[src/rtl/axi_bridge_ip_tx_pkg.sv]
// Shared types, header layout and FIFO entry layout for the AXI->UCIe TX bridge.
// Ingress packs entries as {tlast, tuser, tkeep, tdata}; egress unpacks with the same offsets.
package axi_bridge_ip_tx_pkg;

  typedef enum logic [1:0] {
    EG_IDLE = 2'd0,
    EG_DATA = 2'd1,
    EG_DROP = 2'd2
  } eg_state_e;

  localparam int HDR_TUSER_LSB = 0;
  localparam int HDR_SEQ_LSB   = 16;
  localparam int HDR_SEQ_W     = 8;

  function automatic int entry_tdata_lsb();
    return 0;
  endfunction

  function automatic int entry_tkeep_lsb(input int data_w);
    return data_w;
  endfunction

  function automatic int entry_tuser_lsb(input int data_w);
    return data_w + data_w / 8;
  endfunction

  function automatic int entry_tlast_pos(input int data_w, input int tuser_w);
    return data_w + data_w / 8 + tuser_w;
  endfunction

  function automatic int entry_w(input int data_w, input int tuser_w);
    return data_w + data_w / 8 + tuser_w + 1;
  endfunction

endpackage

[src/rtl/axi_bridge_ip_tx_credit_ctr.sv]
// Link credit counter: reloads from credit_init while the link is down,
// otherwise tracks consume/return and saturates at all-ones with an overflow pulse.
module axi_bridge_ip_tx_credit_ctr
  import axi_bridge_ip_tx_pkg::*;
#(
  parameter int CREDIT_W = 8
) (
  input  logic                clk_i,
  input  logic                rst_ni,
  input  logic                link_up,
  input  logic [CREDIT_W-1:0] credit_init,
  input  logic                consume,
  input  logic                credit_return,
  output logic [CREDIT_W-1:0] credits,
  output logic                ovf_pulse
);

  logic at_max;

  assign at_max = (credits == {CREDIT_W{1'b1}});

  always_ff @(posedge clk_i or negedge rst_ni) begin
    if (!rst_ni) begin
      credits   <= '0;
      ovf_pulse <= 1'b0;
    end else if (!link_up) begin
      credits   <= credit_init;
      ovf_pulse <= 1'b0;
    end else begin
      ovf_pulse <= 1'b0;
      if (consume && !credit_return) begin
        credits <= credits - 1'b1;
      end else if (!consume && credit_return) begin
        // a return beyond the counter range is lost; flag it instead of wrapping
        if (at_max) begin
          ovf_pulse <= 1'b1;
        end else begin
          credits <= credits + 1'b1;
        end
      end
    end
  end

endmodule

[src/rtl/axi_bridge_ip_tx_egress.sv]
// TX egress: frames FIFO entries as one header beat plus data beats toward the link,
// under credit flow control, truncating packets that exceed the CSR beat limit.
//
// state   | meaning
// --------+-----------------------------------------------------------
// ST_IDLE | between packets; header beat is emitted when a packet may start
// ST_DATA | forwarding data beats, one FIFO pop per loaded beat
// ST_DROP | packet truncated; popping and discarding until its tlast
module axi_bridge_ip_tx_egress
  import axi_bridge_ip_tx_pkg::*;
#(
  parameter int DATA_W   = 256,
  parameter int TUSER_W  = 16,
  parameter int CREDIT_W = 8
) (
  input  logic                                  clk_i,
  input  logic                                  rst_ni,
  input  logic                                  fifo_empty,
  input  logic [DATA_W+DATA_W/8+TUSER_W:0]      fifo_rdata,
  output logic                                  fifo_pop,
  input  logic                                  bridge_enable,
  input  logic                                  link_up,
  input  logic [7:0]                            max_pkt_beats,
  input  logic [CREDIT_W-1:0]                   credit_init,
  input  logic                                  credit_return,
  output logic                                  m_tx_valid,
  input  logic                                  m_tx_ready,
  output logic [DATA_W-1:0]                     m_tx_data,
  output logic [DATA_W/8-1:0]                   m_tx_keep,
  output logic                                  m_tx_last,
  output logic                                  m_tx_hdr,
  output logic [CREDIT_W-1:0]                   credits_avail,
  output logic                                  pkt_sent_pulse,
  output logic                                  ev_err_pkt_too_long_pulse,
  output logic                                  ev_err_credit_ovf_pulse
);

  localparam int KEEP_W    = DATA_W / 8;
  localparam int TDATA_LSB = entry_tdata_lsb();
  localparam int TKEEP_LSB = entry_tkeep_lsb(DATA_W);
  localparam int TUSER_LSB = entry_tuser_lsb(DATA_W);
  localparam int TLAST_POS = entry_tlast_pos(DATA_W, TUSER_W);

  localparam logic [1:0] ST_IDLE = EG_IDLE;
  localparam logic [1:0] ST_DATA = EG_DATA;
  localparam logic [1:0] ST_DROP = EG_DROP;

  logic [1:0]           state;
  logic [7:0]           seq;
  logic [7:0]           beat_cnt;

  logic [DATA_W-1:0]    ent_tdata;
  logic [KEEP_W-1:0]    ent_tkeep;
  logic [TUSER_W-1:0]   ent_tuser;
  logic                 ent_tlast;
  logic [DATA_W-1:0]    hdr_data;

  logic                 slot_free;
  logic                 credit_ok;
  logic                 can_load;
  logic                 load_hdr;
  logic                 load_data;
  logic                 drop_pop;
  logic                 limit_hit;

  assign ent_tdata = fifo_rdata[TDATA_LSB +: DATA_W];
  assign ent_tkeep = fifo_rdata[TKEEP_LSB +: KEEP_W];
  assign ent_tuser = fifo_rdata[TUSER_LSB +: TUSER_W];
  assign ent_tlast = fifo_rdata[TLAST_POS];

  always_comb begin
    hdr_data = '0;
    hdr_data[HDR_TUSER_LSB +: TUSER_W] = ent_tuser;
    hdr_data[HDR_SEQ_LSB +: HDR_SEQ_W] = seq;
  end

  assign slot_free = !m_tx_valid || m_tx_ready;
  assign credit_ok = (credits_avail != '0);
  assign can_load  = link_up && slot_free && credit_ok && !fifo_empty;
  assign load_hdr  = (state == ST_IDLE) && can_load && bridge_enable;
  assign load_data = (state == ST_DATA) && can_load;
  assign drop_pop  = (state == ST_DROP) && link_up && !fifo_empty;
  assign fifo_pop  = load_data || drop_pop;

  // beat_cnt counts data beats already loaded, so this beat is number beat_cnt+1
  assign limit_hit = (max_pkt_beats != 8'd0) && ((beat_cnt + 8'd1) == max_pkt_beats);

  always_ff @(posedge clk_i or negedge rst_ni) begin
    if (!rst_ni) begin
      state    <= ST_IDLE;
      seq      <= '0;
      beat_cnt <= '0;
    end else if (!link_up) begin
      state    <= ST_IDLE;
      beat_cnt <= '0;
    end else begin
      case (state)
        ST_IDLE: begin
          if (load_hdr) begin
            state    <= ST_DATA;
            beat_cnt <= '0;
          end
        end
        ST_DATA: begin
          if (load_data) begin
            beat_cnt <= beat_cnt + 8'd1;
            if (ent_tlast) begin
              state <= ST_IDLE;
              seq   <= seq + 8'd1;
            end else if (limit_hit) begin
              state <= ST_DROP;
            end
          end
        end
        ST_DROP: begin
          if (drop_pop && ent_tlast) begin
            state <= ST_IDLE;
            seq   <= seq + 8'd1;
          end
        end
        default: state <= ST_IDLE;
      endcase
    end
  end

  always_ff @(posedge clk_i or negedge rst_ni) begin
    if (!rst_ni) begin
      m_tx_valid <= 1'b0;
      m_tx_data  <= '0;
      m_tx_keep  <= '0;
      m_tx_last  <= 1'b0;
      m_tx_hdr   <= 1'b0;
    end else if (!link_up) begin
      m_tx_valid <= 1'b0;
      m_tx_last  <= 1'b0;
      m_tx_hdr   <= 1'b0;
    end else if (load_hdr) begin
      m_tx_valid <= 1'b1;
      m_tx_data  <= hdr_data;
      m_tx_keep  <= '1;
      m_tx_last  <= 1'b0;
      m_tx_hdr   <= 1'b1;
    end else if (load_data) begin
      m_tx_valid <= 1'b1;
      m_tx_data  <= ent_tdata;
      m_tx_keep  <= ent_tkeep;
      m_tx_last  <= ent_tlast || limit_hit;
      m_tx_hdr   <= 1'b0;
    end else if (m_tx_ready) begin
      m_tx_valid <= 1'b0;
    end
  end

  always_ff @(posedge clk_i or negedge rst_ni) begin
    if (!rst_ni) begin
      pkt_sent_pulse            <= 1'b0;
      ev_err_pkt_too_long_pulse <= 1'b0;
    end else begin
      pkt_sent_pulse            <= link_up && m_tx_valid && m_tx_ready && m_tx_last;
      ev_err_pkt_too_long_pulse <= load_data && !ent_tlast && limit_hit;
    end
  end

  axi_bridge_ip_tx_credit_ctr #(
    .CREDIT_W (CREDIT_W)
  ) u_credit_ctr (
    .clk_i         (clk_i),
    .rst_ni        (rst_ni),
    .link_up       (link_up),
    .credit_init   (credit_init),
    .consume       (load_hdr || load_data),
    .credit_return (credit_return),
    .credits       (credits_avail),
    .ovf_pulse     (ev_err_credit_ovf_pulse)
  );

endmodule

[config.mk]
export PLATFORM = sky130hd
export DESIGN_NAME = axi_bridge_ip_tx_egress
export DESIGN_NICKNAME = d
export VERILOG_FILES = /design/src/rtl/axi_bridge_ip_tx_pkg.sv /design/src/rtl/axi_bridge_ip_tx_credit_ctr.sv /design/src/rtl/axi_bridge_ip_tx_egress.sv
export SDC_FILE = /design/constraint.sdc
export NUM_CORES = 1
export LEC_CHECK = 0
export ABC_AREA = 1
export CORE_AREA = 2 2 245 247
export CTS_CLUSTER_DIAMETER = 50
export DETAILED_ROUTE_END_ITERATION = 10
export DIE_AREA = 0 0 247 249
export PLACE_DENSITY = 0.56
export SLEW_MARGIN = 20
export SYNTH_ARGS = -nofsm -noshare
export SYNTH_HDL_FRONTEND = slang
export SYNTH_SLANG_ARGS = --single-unit
[constraint.sdc]
create_clock -name clk_i -period 5.5 [get_ports clk_i]
set_clock_uncertainty 0.05 [all_clocks]
set_input_delay 1.1 -clock clk_i [delete_from_list [all_inputs] [get_ports clk_i]]
set_output_delay 1.1 -clock clk_i [all_outputs]
set_load 0.02 [all_outputs]
## Yosys cells after proc, flatten, opt, wreduce, memory -nomap -nowiden

Index checks and enable logic that the tools add are counted.

| word-level totals | value |
|---|---|
| register bits | 320 |
| bits in latches | 0 |
| RAM bits | 0 |
| ROM bits | 0 |
| bits of input ports | 328 |
| logic and storage cells | 105 |
| memories | 0 |

| cells by class | value |
|---|---|
| $add $sub $neg | 4 |
| multiply operators | 0 |
| div/mod/pow operators | 0 |
| order comparisons | 0 |
| equal/unequal tests | 16 |
| shift operators | 0 |
| multiplexer cells | 37 |
| bitwise operators | 0 |
| reduce and logical (&&, ||, !) cells | 36 |

Operators with widths:

| kind | count |
|---|---|
| $mux 256 | 2 |
| $mux 8 | 10 |
| $mux 32 | 2 |
| $pmux 8 s2 | 2 |
| $add 8x1->8 const B | 3 |
| $logic_and 1x1->1 | 17 |
| $reduce_bool 8->1 | 2 |
| $mux 1 | 14 |
| $mux 2 | 6 |
| $ne 3x1->1 const B | 3 |
| $ne 3x3->1 const B | 3 |
| $eq 8x8->1 | 1 |
| $eq 8x8->1 const B | 1 |
| $sub 8x1->8 const B | 1 |
| $pmux 2 s3 | 1 |
| $logic_not 1->1 | 5 |
| $reduce_and 5->1 | 1 |
| $logic_or 1x1->1 | 4 |
| $ne 2x2->1 const B | 2 |
| $ne 4x1->1 const B | 1 |
| $ne 4x4->1 const B | 1 |
| $reduce_and 2->1 | 2 |
| $reduce_and 4->1 | 1 |
| $reduce_bool 2->1 | 2 |
| 6 further kinds | 6 |

## Logic depth before layout (Yosys ltp)

Gate-level depths: netlist of the first run.

| logic depth | value |
|---|---|
| depth in word-level cells | 13 |
| depth in mapped cells | 19 |

## Cells and area by module

A second synthesis of the first run with hierarchy kept.

| second synthesis, totals | value |
|---|---|
| cell total of the unflattened synthesis | 1070 |
| area, all modules | 12764.7 µm² |

Modules (own cells, without submodules):

| module | times used | cells each | area an instance (µm²) |
|---|---|---|---|
| axi_bridge_ip_tx_egress | 1 | 928 | 11933.9 |
| axi_bridge_ip_tx_credit_ctr | 1 | 142 | 830.8 |

## Worst setup path before layout of the first run

OpenSTA, ideal clock, no wires.

| path | value |
|---|---|
| kind | input to output |
| from | input port link_up |
| to | output port fifo_pop |
| data arrival time | 1815 ps |
| required time | 4350 ps |
| setup slack | 2535 ps |
| stages on the path | 5 |
| cells stage by stage | buf_2 nand3_2 nor2_8 nand2_2 nand2_2 |

| between the ends | value |
|---|---|
| cells in the longest elaborated chain, start to end | 5 |

RTL lines:

| what | line | RTL |
|---|---|---|
| from (decl) | axi_bridge_ip_tx_egress.sv:22 | `input logic link_up,` |
| $logic_and 1x1->1 (3 in series) | axi_bridge_ip_tx_egress.sv:79 | `assign can_load = link_up && slot_free && credit_ok && !fifo_empty;` |
| $logic_and 1x1->1 | axi_bridge_ip_tx_egress.sv:81 | `assign load_data = (state == ST_DATA) && can_load;` |
| $logic_or 1x1->1 (*) | axi_bridge_ip_tx_egress.sv:83 | `assign fifo_pop = load_data \|\| drop_pop;` |
| to (decl) | axi_bridge_ip_tx_egress.sv:20 | `output logic fifo_pop,` |

Every way passes the cells marked *; elsewhere a longest branch is shown, timed or not.

## Final worst setup path of the first run

| path | value |
|---|---|
| from | input port m_tx_ready |
| to | output port fifo_pop |

| between the ends | value |
|---|---|
| cells in the longest elaborated chain, start to end | 6 |

RTL lines:

| what | line | RTL |
|---|---|---|
| from (decl) | axi_bridge_ip_tx_egress.sv:27 | `input logic m_tx_ready,` |
| $logic_or 1x1->1 | axi_bridge_ip_tx_egress.sv:77 | `assign slot_free = !m_tx_valid \|\| m_tx_ready;` |
| $logic_and 1x1->1 (3 in series) | axi_bridge_ip_tx_egress.sv:79 |  |
| $logic_and 1x1->1 | axi_bridge_ip_tx_egress.sv:81 |  |
| $logic_or 1x1->1 | axi_bridge_ip_tx_egress.sv:83 |  |

Every way passes these cells.

==> key figures, run 1 <==
Critical path
  • Critical path endpoint: fifo_pop
  • Crit Path Class: in -> out
  • CP required: 4.35 ns
  • CP Max Fanout: 7
  • Worst reg2reg startpoint: u_credit_ctr.credits[3]
  • Crit path from: m_tx_ready
  • Largest stage delay on the critical path: 0.60 ns
  • Setup crit end kind: primary output
  • CP startpoint kind: primary input
  • FF-to-FF path depth: 8
  • RR Endpoint: m_tx_data[54]
  • Crit path arrival time: 2.85 ns
  • Worst path slowest cell: clkdlybuf4s50_1
  • CP Cell Sequence: clkdlybuf4s50_1, inv_1, nand2_1, nand3_2, nor2_8, nand2_2, nand2_2, clkdlybuf4s50_1
  • Reg2Reg Setup Slack: 2.36 ns

Routing
  • Drt first pass iters: 4
  • Vias: 10540
  • Wire per inst: 19.25 um
  • Remaining antenna violation count: 0
  • Via/cell ratio: between 4 and 5
  • Drt total wl: 46610 um
  • DRC Markers: 0
  • DR iter-0 viols: slightly above 600

Global route
  • First-pass GRT wire length: roughly 70000 um
  • GR Overflow Total: 0
  • Largest net degree at the start of global routing: 110
  • Antenna violations before repair: 3
  • Number of global-route vias before repair: between 10000 and 15000
  • GRT Total Usage: 0.1461

Pwr
  • Leak: 0.009022 uW
  • Worst vdd ir: about 0.00026 V
  • PwrDens: slightly below 500 nW/um^2

Finish
  • Fillers: 5686
  • Fin nets: a little under 2000
  • P&R area growth vs syn: 71.14%
  • Share of layout cells above drive strength 1: 0.07225

Timing
  • Fin. max-slew vios: 0
  • Slew headroom: 0.2606
  • RSZ-0062 raised after global routing: no
  • Max Clock Freq: 249.9 MHz
  • Final Cycle Share: 0.7275
  • Fin. Hold Viols: 0
  • Worst Max-Slew Pin Slew: 1.109 ns
  • Min cycle time layout: 4.001 ns
  • Final Setup Violations: 0
  • Setup tns final: 0 ns
  • Final worst-path setup slack: 1.499 ns

Placement
  • Buffers added on ports: 630
  • Post-Place Setup Slack: 1.450 ns
  • DP HPWL: 34010 um
  • Placer congestion estimate: 0.8256

Clock tree
  • Clock sinks: between 300 and 400
  • Post-CTS sizing: 0
  • Clk pin slew, worst setup/hold paths: 0.06 ns
  • Max clock buf depth: 3
  • Setup repair bufs after CTS: 0
  • Clock Latency Late Sink: 0.57 ns
  • Total clock buffers created by CTS: 47
  • CTS tree: yes
  • H-tree lvl count: 2
  • Root buffer cell: clkbuf_16
  • # hold bufs at CTS: 0

Logic synthesis
  • Largest area contributor in the netlist: dfrtp_1
  • Top-count cell post-synth: dfrtp_1
  • Synth Warn #: 0
  • Synthesized instance count: between 900 and 1000
  • Main synth FF type: dfrtp_1
  • Yosys top cell area share: 0.6493
  • Unique masters post-synth: 42
  • EDFF count, synth: 0
  • Synth top area cells: dfrtp_1 (65%), a22o_1 (16%), nand2_1 (3.7%)
  • Synth Cell Area: 12330 um^2
  • Ys async rst share: 1.000
  • Most frequent cells after synthesis: dfrtp_1 (320), a22o_1 (232), nand2_1 (121)
  • Post-synthesis sequential area ratio: 0.6493
  • Syn nets: approximately 1300
  • Register bit total from synthesis: 320
  • Syn avg cell area: ~12 um^2

Status
  • Status: complete, no violations

Floorplan
  • I/O pins: 631
  • Initial Utilization: 0.2102
  • Die footprint: 61500 um^2
  • Row count: 89
  • Die Height: roughly 250 um
  • Die Width: about 250 um
  • Core ar.: 58690 um^2

Worst hold path
  • Hold Path Class: reg -> reg

Run
  • Max Cap Viol: 0
[state kept, by name (all words and copies together) (netlist names), 2 cells and up]
| name | cells |
|---|---|
| seq | 8 |
| beat_cnt | 8 |
| u_credit_ctr.credits | 8 |
| m_tx_keep | 32 |
| state | 2 |
| m_tx_data | 256 |
[placed cells by master (no fill, tap or decap), types with 5 or more instances in the layout]
master and count:
a22o_1 232, clkdlybuf4s50_1 629, inv_2 6, dfrtp_1 320, buf_12 5, nor2_1 36, clkinv_2 9, nand4_1 5
inv_1 33, buf_4 7, o22a_1 32, inv_8 6, nand3_1 25, xnor2_1 5, a31oi_1 26, xor2_1 11
clkbuf_16 48, bufinv_16 5, nand2_1 121, o22ai_1 5, inv_6 5, clkbuf_8 8, o21ai_0 15
[area by class of cell]
type | instances | area [um^2] | area share
antenna | 1 | 2.502 | 0.0001186
clock buffer | 60 | 1326 | 0.06284
clock inverter | 26 | 321.6 | 0.01524
inverter | 40 | 155.1 | 0.007351
multi-input combinational | 559 | 3862 | 0.1830
sequential | 320 | 8008 | 0.3794
tap | 773 | 967.2 | 0.04582
timing repair buffer | 642 | 6464 | 0.3062
[critical path, delay by kind of cell]
family,cells,cell delay [ns]
and+or+nand+nor,5,0.61
buffers and inverters,3,1.13
[power by group]
part	internal (uW)	switching (uW)	total, uW	leakage, uW
sequential	3050	439	3490	0.00404
clock	1960	1160	3120	0.000821
combinational	1910	1770	3680	0.00417
[through the flow]
step                utilization  total power [uW]  area (um^2)  hold slack (ns)  instances
floorplan                     -              5166        12330           0.3957        990
global placement         0.3315              7198        19460           0.4248       2334
detailed placement       0.3315              7233        19460           0.4207       2334
CTS                      0.3596             10450        21100           0.4336       2420
global route             0.3597             10800        21110           0.4640       2421
finish                   0.3597             10290        21110           0.4306       2421
[metal layers]
layer  up-vias  GRT usage  wire [um]
li1       4868          -          -
met1      5167     0.1683      18000
met2       429     0.2531      23110
met3        76    0.04967       4232
met4         4    0.04527       1253
met5         -          0         24
[how the worst min path moves through the flow]
| stage | start | end | slack, ns | depth (start not counted) |
|---|---|---|---|---|
| after floorplan | seq[7] | seq[7] | 0.40 | 1 |
| after global placement | seq[7] | seq[7] | 0.42 | 1 |
| after detailed placement | seq[7] | seq[7] | 0.42 | 1 |
| after CTS | seq[7] | seq[7] | 0.43 | 1 |
| after global routing | m_tx_keep[22] | m_tx_keep[22] | 0.46 | 1 |
| final | seq[7] | seq[7] | 0.43 | 1 |
[cell families after synthesis]
group                      after synthesis  synth area share
AOI/OAI and AO/OA                      328            0.2219
DFF                                    320            0.6493
and+or+nand+nor                        211           0.07599
buffers and inverters                  111           0.03754
xor gates and xnor gates                16           0.01136
adders and majority gates                3          0.003044
muxes                                    1         0.0009130
Note: power is estimated with default switching activity, not from simulation.
==> run 2, diff against run 1 <==
--- a/config.mk
+++ b/config.mk
@@ -6,11 +6,11 @@
 export NUM_CORES = 1
 export LEC_CHECK = 0
 export ABC_AREA = 1
-export CORE_AREA = 2 2 245 247
+export CORE_AREA = 2 2 247 249
 export CTS_CLUSTER_DIAMETER = 50
 export DETAILED_ROUTE_END_ITERATION = 10
-export DIE_AREA = 0 0 247 249
-export PLACE_DENSITY = 0.56
+export DIE_AREA = 0 0 249 251
+export PLACE_DENSITY = 0.55
 export SLEW_MARGIN = 20
 export SYNTH_ARGS = -nofsm -noshare
 export SYNTH_HDL_FRONTEND = slang
==> constraint.sdc (replaced) <==
create_clock -name clk_i -period 4 [get_ports clk_i]
set_clock_uncertainty 0.05 [all_clocks]
set_input_delay 0.8 -clock clk_i [delete_from_list [all_inputs] [get_ports clk_i]]
set_output_delay 0.8 -clock clk_i [all_outputs]
set_load 0.02 [all_outputs]
==> run 2 against run 1 <==
  * Critical path depth is the same
  * Non-clock buffer count grew 8
  * Sequential power grew 38%
  * First-iteration DRC count fell by 16%
  * Setup slack got worse by 0.86 ns
  * Largest power group unchanged
  * Highest routed layer is now met4
==> key figures, run 2 (same netlist as run 1, synthesis figures left out) <==
Finish
  • Post-route core utilization: 0.3519
  • P&R area growth vs syn: 70.63%
  • Largest registers: m_tx_data: 256 flops, m_tx_keep: 32 flops
  • Layout Cells excl Fill: about 2400
  • Multi-input gate area: 3862 um^2
  • Fin nets: 1947
  • Max FFs per register: 256
  • Register area: approximately 8000 um^2
  • Most flops, register: m_tx_data
  • Fillers: 5893
  • Commonest non-fill, non-tap cell in the layout: clkdlybuf4s50_1
  • Share of layout cells above drive strength 1: 0.07268
  • Most frequent cells in the layout: clkdlybuf4s50_1 (629), dfrtp_1 (320), a22o_1 (232), nand2_1 (121), clkbuf_16 (47)

Routing
  • Drt first pass iters: 5
  • Drt total wl: around 47000 um
  • DR iter-0 viols: 512
  • Remaining antenna violation count: 0
  • Wire per inst: 19.32 um
  • Via/cell ratio: 4.377
  • Vias: approximately 11000
  • DRC Markers: 0

Global route
  • GR Util met2: 0.2414
  • GRT Total Usage: 0.1457
  • Grt peak-use layer: met2
  • Largest net degree at the start of global routing: roughly 120
  • Antenna violations before repair: 2
  • First-pass GRT wire length: 71100 um
  • Met3 Use GR: 0.05167
  • GR Overflow Total: 0
  • GR met1 Demand/Resource: 0.1746
  • Number of global-route vias before repair: 11320

Placement
  • DP HPWL: 33960 um
  • Placer congestion estimate: 0.8295
  • Buffers added on ports: 630
  • Post-placement cell count: around 2400

Floorplan
  • I/O pins: 631
  • Core ar.: roughly 60000 um^2
  • Die footprint: about 62000 um^2
  • Row count: 90
  • Initial Utilization: 0.2063
  • Die Width: 249 um
  • Die Height: 251 um

Timing
  • Min cycle time layout: 3.364 ns
  • Final Cycle Share: 0.8410
  • Fin. Hold Viols: 0
  • Final Setup Violations: 0
  • RSZ-0062 raised after global routing: no
  • Worst Max-Slew Pin Slew: 0.7954 ns
  • Slew headroom: 0.4677
  • Fin. max-slew vios: 0
  • Max Clock Freq: 297.3 MHz
  • Setup tns final: 0 ns

Critical path
  • RR Endpoint: m_tx_data[130]
  • CP startpoint kind: primary input
  • Critical path buffers and inverters: 3
  • Crit-path leading delay family: buffers and inverters
  • Crit Path Class: in -> out
  • Worst reg2reg startpoint: u_credit_ctr.credits[3]
  • Largest stage delay on the critical path: around 0.60 ns
  • CP required: 3.15 ns
  • CP Cell Sequence: clkdlybuf4s50_1, inv_1, nand2_1, nand3_2, nor2_8, nand2_2, nand2_2, clkdlybuf4s50_1
  • Reg2Reg Setup Slack: roughly 1.4 ns
  • Worst path slowest cell: clkdlybuf4s50_1
  • FF-to-FF path depth: 9
  • CP Max Fanout: 7
  • Crit path arrival time: 2.51 ns
  • Setup crit end kind: primary output

Clock tree
  • Max clock buf depth: 3
  • Total clock buffers created by CTS: 45
  • # hold bufs at CTS: 0
  • CTS tree: yes
  • Clock sinks: 320
  • Clock Latency Late Sink: 0.55 ns
  • Root buffer cell: clkbuf_16
  • Setup repair bufs after CTS: 0
  • H-tree lvl count: 2
  • Clk pin slew, worst setup/hold paths: around 0.06 ns
  • Post-CTS sizing: 0

Pwr
  • Leak: 0.008986 uW
  • Power consumption: around 14000 uW
  • Worst vdd ir: roughly 0.00030 V
  • PwrDens: between 600 and 700 nW/um^2

Status
  • Status: complete, no violations

Worst hold path
  • Hold Path Class: in -> async

Run
  • Max Cap Viol: 0
run 2: changes by cell type in the layout (fill, tap and decap cells not counted), moves of 3 or more:
cell       delta
clkbuf_1      +3
buf_4         +5
inv_8         -5
bufinv_16     -3
buf_12        +3
clkbuf_8      -3
run 2: metal layers:
metal  vias to the layer above  wire length, um
li1                       4883                -
met1                      5245            18800
met2                       466            22740
met3                        65             4074
met4                         0             1422
met5                         -                0
run 2: worst max path at each step:
stage,to,slack (ns),start,cells after the start
5_1_grt,fifo_pop,0.53,m_tx_ready,8
2_1_floorplan,u_credit_ctr.credits[6],1.49,link_up,17
4_1_cts,fifo_pop,0.63,m_tx_ready,8
3_3_place_gp,fifo_pop,0.64,m_tx_ready,8
6_report,fifo_pop,0.64,m_tx_ready,8
3_5_place_dp,fifo_pop,0.64,m_tx_ready,8
run 2: cell type report:
type / instances / area share
multi-input combinational: 559 / 0.1835
clock inverter: 23 / 0.009632
antenna: 2 / 0.0002378
timing repair buffer: 650 / 0.3118
inverter: 40 / 0.007373
tap: 782 / 0.04650
sequential: 320 / 0.3805
clock buffer: 59 / 0.06041
run 2: stage by stage:
step	cell area (um^2)	setup slack (ns)	hold slack, ns
2_1_floorplan	12330	1.490	0.3957
3_5_place_dp	19570	0.6404	0.4161
3_3_place_gp	19570	0.6352	0.4166
5_1_grt	21040	0.5271	0.2283
6_report	21040	0.6360	0.2073
4_1_cts	21040	0.6295	0.1997
run 2: power by group:
part,internal (uW),switching [uW],leakage (uW)
Combinational,2640,2440,0.00422
Clock,2380,1540,0.000732
Sequential,4190,612,0.00404
